[config.mk]
export PLATFORM = sky130hd
export DESIGN_NAME = encoder_8_3_seq
export DESIGN_NICKNAME = d
export VERILOG_FILES = /design/src/rtl/encoder_8_3_seq.sv
export SDC_FILE = /design/constraint.sdc
export NUM_CORES = 1
export LEC_CHECK = 0
export ABC_CLOCK_PERIOD_IN_PS = 4650
export CORE_UTILIZATION = 52
export DETAILED_ROUTE_END_ITERATION = 12
export GPL_TIMING_DRIVEN = 0
export PLACE_DENSITY = 0.81
export REMOVE_ABC_BUFFERS = 1
export SLEW_MARGIN = 20
export SYNTH_ARGS = -nofsm -noshare
export SYNTH_HDL_FRONTEND = slang
export SYNTH_SLANG_ARGS = --single-unit
[constraint.sdc]
create_clock -name clk -period 4.65 [get_ports clk]
set_input_delay 0.6975 -clock clk [delete_from_list [all_inputs] [get_ports clk]]
set_output_delay 0.6975 -clock clk [all_outputs]
set_load 0.05 [all_outputs]
[src/rtl/encoder_8_3_seq.sv]
// rtl/encoder_8_3_seq.sv - sequential 8-to-3 encoder: one index beat per set bit, lowest first
module encoder_8_3_seq #(
    parameter int WIDTH = 8,
    localparam int IDX_W = $clog2(WIDTH),
    localparam int CNT_W = $clog2(WIDTH + 1)
) (
    input  logic             clk,
    input  logic             rst_n,
    input  logic             in_valid,
    output logic             in_ready,
    input  logic [WIDTH-1:0] d,
    output logic             out_valid,
    input  logic             out_ready,
    output logic [IDX_W-1:0] s,
    output logic             out_last,
    output logic             zero_pulse,
    output logic [CNT_W-1:0] cnt
);

    typedef enum logic {
        ST_IDLE = 1'b0,
        ST_EMIT = 1'b1
    } state_e;

    state_e             state_q, state_d;
    logic [WIDTH-1:0]   pending_q, pending_d;
    logic [CNT_W-1:0]   cnt_q, cnt_d;
    logic               zero_pulse_q, zero_pulse_d;
    logic [IDX_W-1:0]   low_idx;
    logic               one_left;

    function automatic logic [CNT_W-1:0] popcount(input logic [WIDTH-1:0] v);
        logic [CNT_W-1:0] c;
        c = '0;
        for (int i = 0; i < WIDTH; i++) begin
            c = c + CNT_W'(v[i]);
        end
        return c;
    endfunction

    // Scan high to low so the lowest set bit wins.
    always_comb begin
        low_idx = '0;
        for (int i = WIDTH - 1; i >= 0; i--) begin
            if (pending_q[i]) begin
                low_idx = IDX_W'(i);
            end
        end
    end

    assign one_left = (pending_q != '0) && ((pending_q & (pending_q - WIDTH'(1))) == '0);

    always_comb begin
        state_d      = state_q;
        pending_d    = pending_q;
        cnt_d        = cnt_q;
        zero_pulse_d = 1'b0;
        in_ready     = 1'b0;
        out_valid    = 1'b0;
        s            = '0;
        out_last     = 1'b0;
        unique case (state_q)
            ST_IDLE: begin
                in_ready = 1'b1;
                if (in_valid) begin
                    pending_d = d;
                    cnt_d     = popcount(d);
                    if (d == '0) begin
                        zero_pulse_d = 1'b1;
                    end else begin
                        state_d = ST_EMIT;
                    end
                end
            end
            ST_EMIT: begin
                out_valid = 1'b1;
                s         = low_idx;
                out_last  = one_left;
                if (out_ready) begin
                    // Clearing the lowest set bit is exactly the bit just emitted.
                    pending_d = pending_q & (pending_q - WIDTH'(1));
                    if (one_left) begin
                        state_d = ST_IDLE;
                    end
                end
            end
            default: state_d = ST_IDLE;
        endcase
    end

    always_ff @(posedge clk or negedge rst_n) begin
        if (!rst_n) begin
            state_q      <= ST_IDLE;
            pending_q    <= '0;
            cnt_q        <= '0;
            zero_pulse_q <= 1'b0;
        end else begin
            state_q      <= state_d;
            pending_q    <= pending_d;
            cnt_q        <= cnt_d;
            zero_pulse_q <= zero_pulse_d;
        end
    end

    assign zero_pulse = zero_pulse_q;
    assign cnt        = cnt_q;

endmodule

# Yosys cells after proc, flatten, opt, wreduce, memory -nomap -nowiden
# Cells that the tools add are included.
# word_totals
input_bits,12
out_inout_bits,11
word_cells,45
register_bits,14
# classes
eq_ne,2
n_mux,23
addsub,8
reduce_logical,6
n_bitwise,2
# ops
op,n
2-to-1 mux 3 bit,9
adder 4 x 1 -> 4 bit,4
logical NOT 8 bit,2
2-to-1 mux 8 bit,2
one-hot mux 8 bit (2 select lines),1
2-to-1 mux 1 bit,10
AND 8 bit,1
nonzero test 8 bit,1
"subtractor 8 x 1 -> 8 bit, second input constant",1
adder 3 x 1 -> 4 bit,1
"inequality test 2 bit, second input constant",2
AND reduction 2 bit,2
adder 2 x 1 -> 3 bit,1
adder 1 x 1 -> 2 bit,1
one-hot mux 1 bit (2 select lines),1
logical AND 1 bit,1
inverter 1 bit,1

# Depth between registers and ports, before layout
# Gate-level depths: netlist of the first run.
# logic_depth
depth_word,9
depth_mapped,10

# Worst setup path after synthesis of the first run
# No wires, ideal clock.
# synth_path
path_type,reg-to-output
start,register state_q
end,output port s[2]
t_arrival_ns,2.694
required_time_ns,3.953
path_stages_with_launch,4
n_path_buf,1
path_slack_ns,1.259
path_cell_list,dfrtp_1 > buf_2 > clkinv_1 > a311oi_1
# synth_between
elab_chain_len,1
# synth_lines
element,line_no,source
from (decl),25,"state_e state_q, state_d;"
from (signal assigned),98,state_q <= state_d;
2-to-1 mux 3 bit,62,unique case (state_q)
to (decl),14,"output logic [IDX_W-1:0] s,"
# Every way passes these cells.

# Final worst setup path of the first run
# layout_path
start,input port d[0]
end,"register cnt_q[2], in the netlist cnt[2]"
# layout_between
elab_chain_len,7
# layout_lines
element,line_no,source
from (decl),11,"input logic [WIDTH-1:0] d,"
adder 1 x 1 -> 2 bit,36,c = c + CNT_W'(v[i]);
adder 2 x 1 -> 3 bit,36,
adder 3 x 1 -> 4 bit,36,
adder 4 x 1 -> 4 bit (4 in series),36,
to (signal assigned),100,cnt_q <= cnt_d;
to (decl),27,"logic [CNT_W-1:0] cnt_q, cnt_d;"
# Every way passes these cells.
# A chain may end at the register's enable or synchronous reset.

==> metrics.txt, run 1 <==
wire length per cell 13.68 um; maximum number of buffers from clock root to sink 2; internal power 412.0 uW; RSZ-0062 raised after global routing no; hold_buf cts 0; mean number of vias per cell 5.503; core area 1727 um^2; count of TritonRoute iterations in the first routing pass 4; Post-CTS Setup Inserts 0; status complete, no violations; switching power share of the total 52.94%; number of buffers and inverters on the critical path 4; count of routing violations after the opening detailed-route iteration 14; kind of critical path in2reg; count of cell types in the netlist 33; gate family responsible for the most delay along the worst path adder cells; P per Cell Area 725.1 nW/um^2; Critical Path Start Type primary input; height of the die 44.71 um; TritonCTS clock tree done; global-route wire length before repair 3532 um; leading cell type by number of instances after synthesis inv_1; Ant. Diodes 0; dpl ws 945.0 ps; insertion delay of the later-clocked pin in the worst-skew pair 280 ps; relative contribution of the clock network to total power 7.9%; GRT Overall Usage 24.91%; number of flip-flops and latches in the synthesized netlist 14; leakage power summed over all cells 0.5415 nW; YS warnings 0; required time of the critical path 4850 ps; layout overhead on the synthesized area 27.31%; IR drop worst, VDD 0.4090 mV; portion of total power attributed to combinational logic 65.9%; CP max-delay cell fa_1; register clock-pin slew on the reported worst setup and hold paths 80 ps; post-route cell area 1207 um^2; number of top-level pins 23; pin count of the biggest net entering global routing 15; area share of the largest cell type after synthesis 36.94%; number of failing hold endpoints at the final stage 0; top cells by count, synth inv_1 (15), dfrtp_1 (14), nand2_1 (14); DPL Wire Length 1678 um; Die X-Extent 44.71 um; count of H-tree levels built during CTS 1; Gate Count Post-Synth 108; Syn Area/Cell 8.782 um^2; cell taking the most area after synthesis dfrtp_1; skew final 4.966 ps; actual transition at the worst max-transition pin 650.8 ps; part of the Yosys area used for sequential elements 36.94%; switching power of the nets 463.6 uW; post-layout total power 875.5 uW; Synth area leaders dfrtp_1 (37%), fa_1 (8.4%), inv_1 (5.9%); via count 853; crit path setup slack, layout 1248 ps; Worst Path Arrival 3600 ps; DRC errors left 0; worst path cell trace clkdlybuf4s50_1 > fa_1 > inv_1 > fa_1 > fa_1 > inv_1 > ha_1 > inv_1 > fa_1 > xor2_1 > o21ai_0; Slew Limit Fails 0; area of the mapped netlist 948.4 um^2; shortest clock period the worst path allows after layout 3402 ps; worst hold slack after final layout 487.4 ps; Die Footprint 1999 um^2; Main synth FF type dfrtp_1; async set or reset register ratio after synthesis 100.0%; power share of the sequential group 26.2%; gp weighted congestion 0.7939; HP Class reg2reg; Critical Path Max Stage Delay 550 ps; proportion of layout cells with a drive suffix above 1 6.154%; Sum Neg Setup Slack 0 ps; final net count 152; CP Max Fanout 2; number of setup violations in the final report 0; PortBufs 22; count of clock tree sinks 14; post-detailed-placement cell area 1185 um^2; share of the cycle needed by the critical path after routing 73.15%; remaining number of nets flagged by the antenna check after routing 0; DRT Wirelength 2121 um; count of standard-cell rows 15; root buffer cell clkbuf_4; Max-Slew Margin vs Limit 56.48%; number of instances resized during post-cts repair 0; number of global-route vias before repair 801; count of max-cap constraint violations 0; effective utilization at floorplan 54.93%; CP Capture Type register; Overflow after GRT 0; CTS buffer count 3; count of flip-flops with a built-in enable after synthesis 0; Top cell by count, worst path fa_1; Peak Freq 294.0 MHz; antenna violations before repair 0
-- sequential cells by signal, summed over array words and instances, names as in the netlist --
| signal | cells |
|---|---|
| state_q | 1 |
| pending_q | 8 |
| cnt | 4 |
| zero_pulse | 1 |
-- per-stage QoR --
stage          utilization, %  instances
2_1_floorplan               -        105
3_3_place_gp            68.62        152
3_5_place_dp            68.62        152
4_1_cts                 69.93        155
5_1_grt                 69.93        155
6_report                69.93        155
-- placed cells by master, fill, tap and decap left out, types with 2 or more instances in the layout --
master,count
clkbuf_4,3
nand2b_1,2
xor2_1,2
a21oi_1,9
nor3_1,2
inv_1,15
o21ai_1,2
nor2_1,6
dfrtp_1,14
fa_1,4
clkdlybuf4s50_1,22
ha_1,4
o21ai_0,11
nand2_1,14
-- cells by family (layout without fill, tap and decap cells) --
family | count (synthesis) | in the layout | synth area share, %
XOR/XNOR | 2 | 2 | 1.847
adder cells (fa/ha/maj) | 8 | 8 | 13.72
buffers and inverters | 19 | 41 | 7.914
AND/OR/NAND/NOR | 31 | 31 | 16.23
flip-flops | 14 | 14 | 36.94
AO/OA/AOI/OAI | 34 | 34 | 23.35
-- path summary, 6_finish.rpt --
| kind | from | depth (start not counted) | endpoint | slack (ps) |
|---|---|---|---|---|
| worst max-delay path | d[0] | 11 | cnt[2]$_DFFE_PN0P_ | 1250 |
| min in group asynchronous | rst_n | 1 | cnt[3]$_DFFE_PN0P_ | 810 |
| worst max register to register | pending_q[3]$_DFFE_PN0P_ | 4 | pending_q[7]$_DFFE_PN0P_ | 3020 |
| max in group asynchronous | rst_n | 1 | pending_q[7]$_DFFE_PN0P_ | 3420 |
| worst min register to register | cnt[1]$_DFFE_PN0P_ | 2 | cnt[1]$_DFFE_PN0P_ | 490 |
| worst min-delay path | cnt[1]$_DFFE_PN0P_ | 2 | cnt[1]$_DFFE_PN0P_ | 490 |
-- power groups by stage --
stage,clock [mW],combinational [mW],sequential [mW]
final,0.0694,0.577,0.229
after detailed placement,0,0.578,0.231
after CTS,0.0697,0.581,0.229
after floorplan,0,0.354,0.281
after global placement,0,0.569,0.226
after global routing,0.0743,0.624,0.238
-- metal layers --
| metal | vias up | routed length, um | part of all wire, % | track usage (%) |
|---|---|---|---|---|
| met5 | - | 0 | 0 | 0 |
| met2 | 25 | 1112 | 52 | 42.06 |
| li1 | 420 | - | - | - |
| met1 | 403 | 906 | 43 | 32.72 |
| met3 | 5 | 66 | 3.1 | 2.400 |
| met4 | 0 | 36 | 1.7 | 10.91 |
-- tightest hold or removal path: cells and delay by family (launching register included) --
| kind | cells | cell delay [ps] |
|---|---|---|
| DFF | 1 | 350 |
| and+or+nand+nor | 1 | 50 |
| AOI/OAI and AO/OA | 1 | 60 |
-- area by class of cell --
| cell class | instances | area, um^2 |
|---|---|---|
| inverters | 16 | 60.06 |
| multi-input cells | 75 | 523.0 |
| repair buffers | 22 | 220.2 |
| clock buffers | 3 | 22.52 |
| well taps | 25 | 31.28 |
| fillers | 142 | 519.2 |
| flip-flops and latches | 14 | 350.3 |
Power figures use the tool's default switching activity.
==> run 2, diff against run 1 <==
--- a/config.mk
+++ b/config.mk
@@ -5,11 +5,11 @@
 export SDC_FILE = /design/constraint.sdc
 export NUM_CORES = 1
 export LEC_CHECK = 0
-export ABC_CLOCK_PERIOD_IN_PS = 4650
-export CORE_UTILIZATION = 52
+export ABC_CLOCK_PERIOD_IN_PS = 3100
+export CORE_UTILIZATION = 43
 export DETAILED_ROUTE_END_ITERATION = 12
 export GPL_TIMING_DRIVEN = 0
-export PLACE_DENSITY = 0.81
+export PLACE_DENSITY = 0.72
 export REMOVE_ABC_BUFFERS = 1
 export SLEW_MARGIN = 20
 export SYNTH_ARGS = -nofsm -noshare
==> constraint.sdc (replaced) <==
create_clock -name clk -period 3.1 [get_ports clk]
set_input_delay 0.465 -clock clk [delete_from_list [all_inputs] [get_ports clk]]
set_output_delay 0.465 -clock clk [all_outputs]
set_load 0.05 [all_outputs]
==> run 2 against run 1 <==
Net effect: clock power rose by 43%; die area increased by 20%; power grew 51%; flip-flop and latch count is the same; highest routed layer unchanged; setup slack worse by 1100 ps; largest cell class unchanged; first-iteration DRC count decreased by 7.1%; clock skew down 3.3 ps; register-to-register slack lost 1500 ps; critical path depth shrank 1; wire length is 0.52% lower; final cell count is 1.9% higher; sequential share of layout area shrank 0.24 points.
==> metrics.txt, run 2 (synthesis results as in run 1) <==
wire length per cell 13.35 um (-2.4%); most flop-heavy register pending_q; kind of critical path in2reg; Multi-input gate area 528.0 um^2 (+0.96%); flop2flop setup slack 1510 ps (-1510 ps); pin count of the biggest net entering global routing 15 (unchanged); Overflow after GRT 0 (unchanged); count of routing violations after the opening detailed-route iteration 13 (-1); insertion delay of the later-clocked pin in the worst-skew pair 270 ps (about the same); relative contribution of the clock network to total power 7.5% (-0.4 points); actual transition at the worst max-transition pin 607.7 ps (-43.09 ps); remaining number of nets flagged by the antenna check after routing 0 (unchanged); shortest clock period the worst path allows after layout 2978 ps; startpoint of the worst register-to-register path pending_q[2]$_DFFE_PN0P_; gate family responsible for the most delay along the worst path adder cells; CP Capture Type register; crit path setup slack, layout 122.2 ps (-1126 ps); required time of the critical path 3240 ps (-1610 ps); number of instances on the worst hold path 2 (unchanged); Critical Path Start Type primary input; HP Class reg2reg; Critical Path Max Stage Delay 540 ps (about the same); global-route wire length before repair 3933 um (+11%); fraction of the core area covered by cells at the end of the flow 60.21% (-9.7 points); share of the cycle needed by the critical path after routing 96.06%; number of buffers and inverters on the critical path 4 (unchanged); commonest cells after routing, fill and taps aside clkdlybuf4s50_1 (19), inv_1 (15), nand2_1 (14), dfrtp_1 (14), o21ai_0 (10); proportion of layout cells with a drive suffix above 1 9.160% (+3.0 points); RSZ-0062 raised after global routing no; DRT Wirelength 2110 um (-0.52%); antenna violations before repair 0 (unchanged); switching power share of the total 52.99% (about the same); count of TritonRoute iterations in the first routing pass 4 (unchanged); CTS buffer count 3 (unchanged); number of setup violations in the final report 0 (unchanged); portion of total power attributed to combinational logic 66.5% (+0.6 points); count of H-tree levels built during CTS 1 (unchanged); mean number of vias per cell 5.430 (-1.3%); power share of the sequential group 26.0% (-0.2 points); gp weighted congestion 0.7759 (-2.3%); maximum number of buffers from clock root to sink 2 (unchanged); number of global-route vias before repair 860 (+7.4%); number of top-level pins 23 (unchanged); DRC errors left 0 (unchanged); worst min-delay path startpoint cnt[0]$_DFFE_PN0P_; via count 858 (+0.59%); switching power of the nets 700.4 uW (+51%); layout overhead on the synthesized area 28.36%; effective utilization at floorplan 46.91% (-8.0 points); r2r endpoint pending_q[7]$_DFFE_PN0P_; IR drop worst, VDD 0.7822 mV (+91%); DPL Wire Length 1665 um (-0.80%); Ant. Diodes 0 (unchanged); number of failing hold endpoints at the final stage 0 (unchanged); CP Max Fanout 3 (+1); Die X-Extent 48.97 um (+9.5%); height of the die 48.97 um (+9.5%); worst reg2reg path depth 4 (unchanged); Slew Limit Fails 0 (unchanged); hold_buf cts 0 (unchanged); terminating pin of the worst hold path cnt[0]$_DFFE_PN0P_; post-layout total power 1.322 mW (+51%); skew final 1.652 ps (-3.314 ps); final net count 153 (+0.66%); Max-Slew Margin vs Limit 59.36% (+2.9 points); FF+latch area 350.3 um^2 (unchanged); internal power 621.5 uW (+51%); status complete, no violations; P per Cell Area 1086 nW/um^2 (+50%); register clock-pin slew on the reported worst setup and hold paths 80 ps (about the same); CP max-delay cell fa_1; Sum Neg Setup Slack 0 ps (unchanged); GRT Overall Usage 21.25% (-3.7 points); PortBufs 22 (unchanged); worst path cell trace clkdlybuf4s15_1 > fa_1 > inv_1 > fa_1 > fa_1 > inv_1 > ha_2 > inv_1 > fa_2 > o21ai_0; dpl ws -426.9 ps (-1372 ps); TritonCTS clock tree done; crit path launch d[3]; count of max-cap constraint violations 0 (unchanged); Worst Path Arrival 3120 ps (-480 ps); most common cell after layout, fill and taps aside clkdlybuf4s50_1; Peak Freq 335.8 MHz; number of flip-flops under the largest register name 8 (unchanged); root buffer cell clkbuf_4; fill cell instance count of the final layout 179 (+26%); count of clock tree sinks 14 (unchanged); count of standard-cell rows 16 (+1); core area 2022 um^2 (+17%); Die Footprint 2398 um^2 (+20%); leakage power summed over all cells 0.5459 nW (+0.81%)
## run 2: layout make-up
cell class | instances | area share [%]
Multi-Input combinational cell | 75 | 43.37
Sequential cell | 14 | 28.78
Timing Repair Buffer | 23 | 18.29
Inverter | 16 | 4.933
Tap cell | 27 | 2.775
Clock buffer | 3 | 1.850
## run 2: how the worst max path moves through the flow
stage                                     to  slack, ps  cells after the start
after floorplan                         s[2]       -130                      2
after global placement    cnt[2]$_DFFE_PN0P_       -350                     11
after detailed placement  cnt[2]$_DFFE_PN0P_       -430                     11
after CTS                 cnt[2]$_DFFE_PN0P_         50                     11
after global routing      cnt[1]$_DFFE_PN0P_         10                     10
final                     cnt[1]$_DFFE_PN0P_        120                     10
## run 2: tightest hold or removal path, stage by stage, from the launching register on
cell and delay [ps]:
dfrtp_1 350, nand2_1 50, nand2_1 60
## run 2: what timing repair did
item                                    CTS  global route
buffers inserted                          0             1
endpoints found under the setup margin    2             1
pin swaps                                 0             3
gates resized for setup                   3             7
## run 2: power by group through the flow
stage / Combinational (mW) / Clock, mW / Sequential (mW)
after floorplan: 0.531 / 0 / 0.421
after global placement: 0.859 / 0 / 0.340
after detailed placement: 0.873 / 0 / 0.344
after CTS: 0.874 / 0.102 / 0.341
after global routing: 0.944 / 0.109 / 0.358
final: 0.879 / 0.0989 / 0.343
## run 2: metal layers
metal	share of wire, %	global-route usage, %
met2	48	36.11
met1	46	27.69
met4	2.4	8.824
met3	3.5	1.869
met5	0	0
## run 2: metrics by stage
step	hold WS (ps)	area (um^2)	instances
after detailed placement	461.5	1187	154
after global routing	529.8	1217	158
after global placement	465.7	1187	154
after floorplan	169.4	933.4	105
final	488.0	1217	158
after CTS	492.6	1206	157
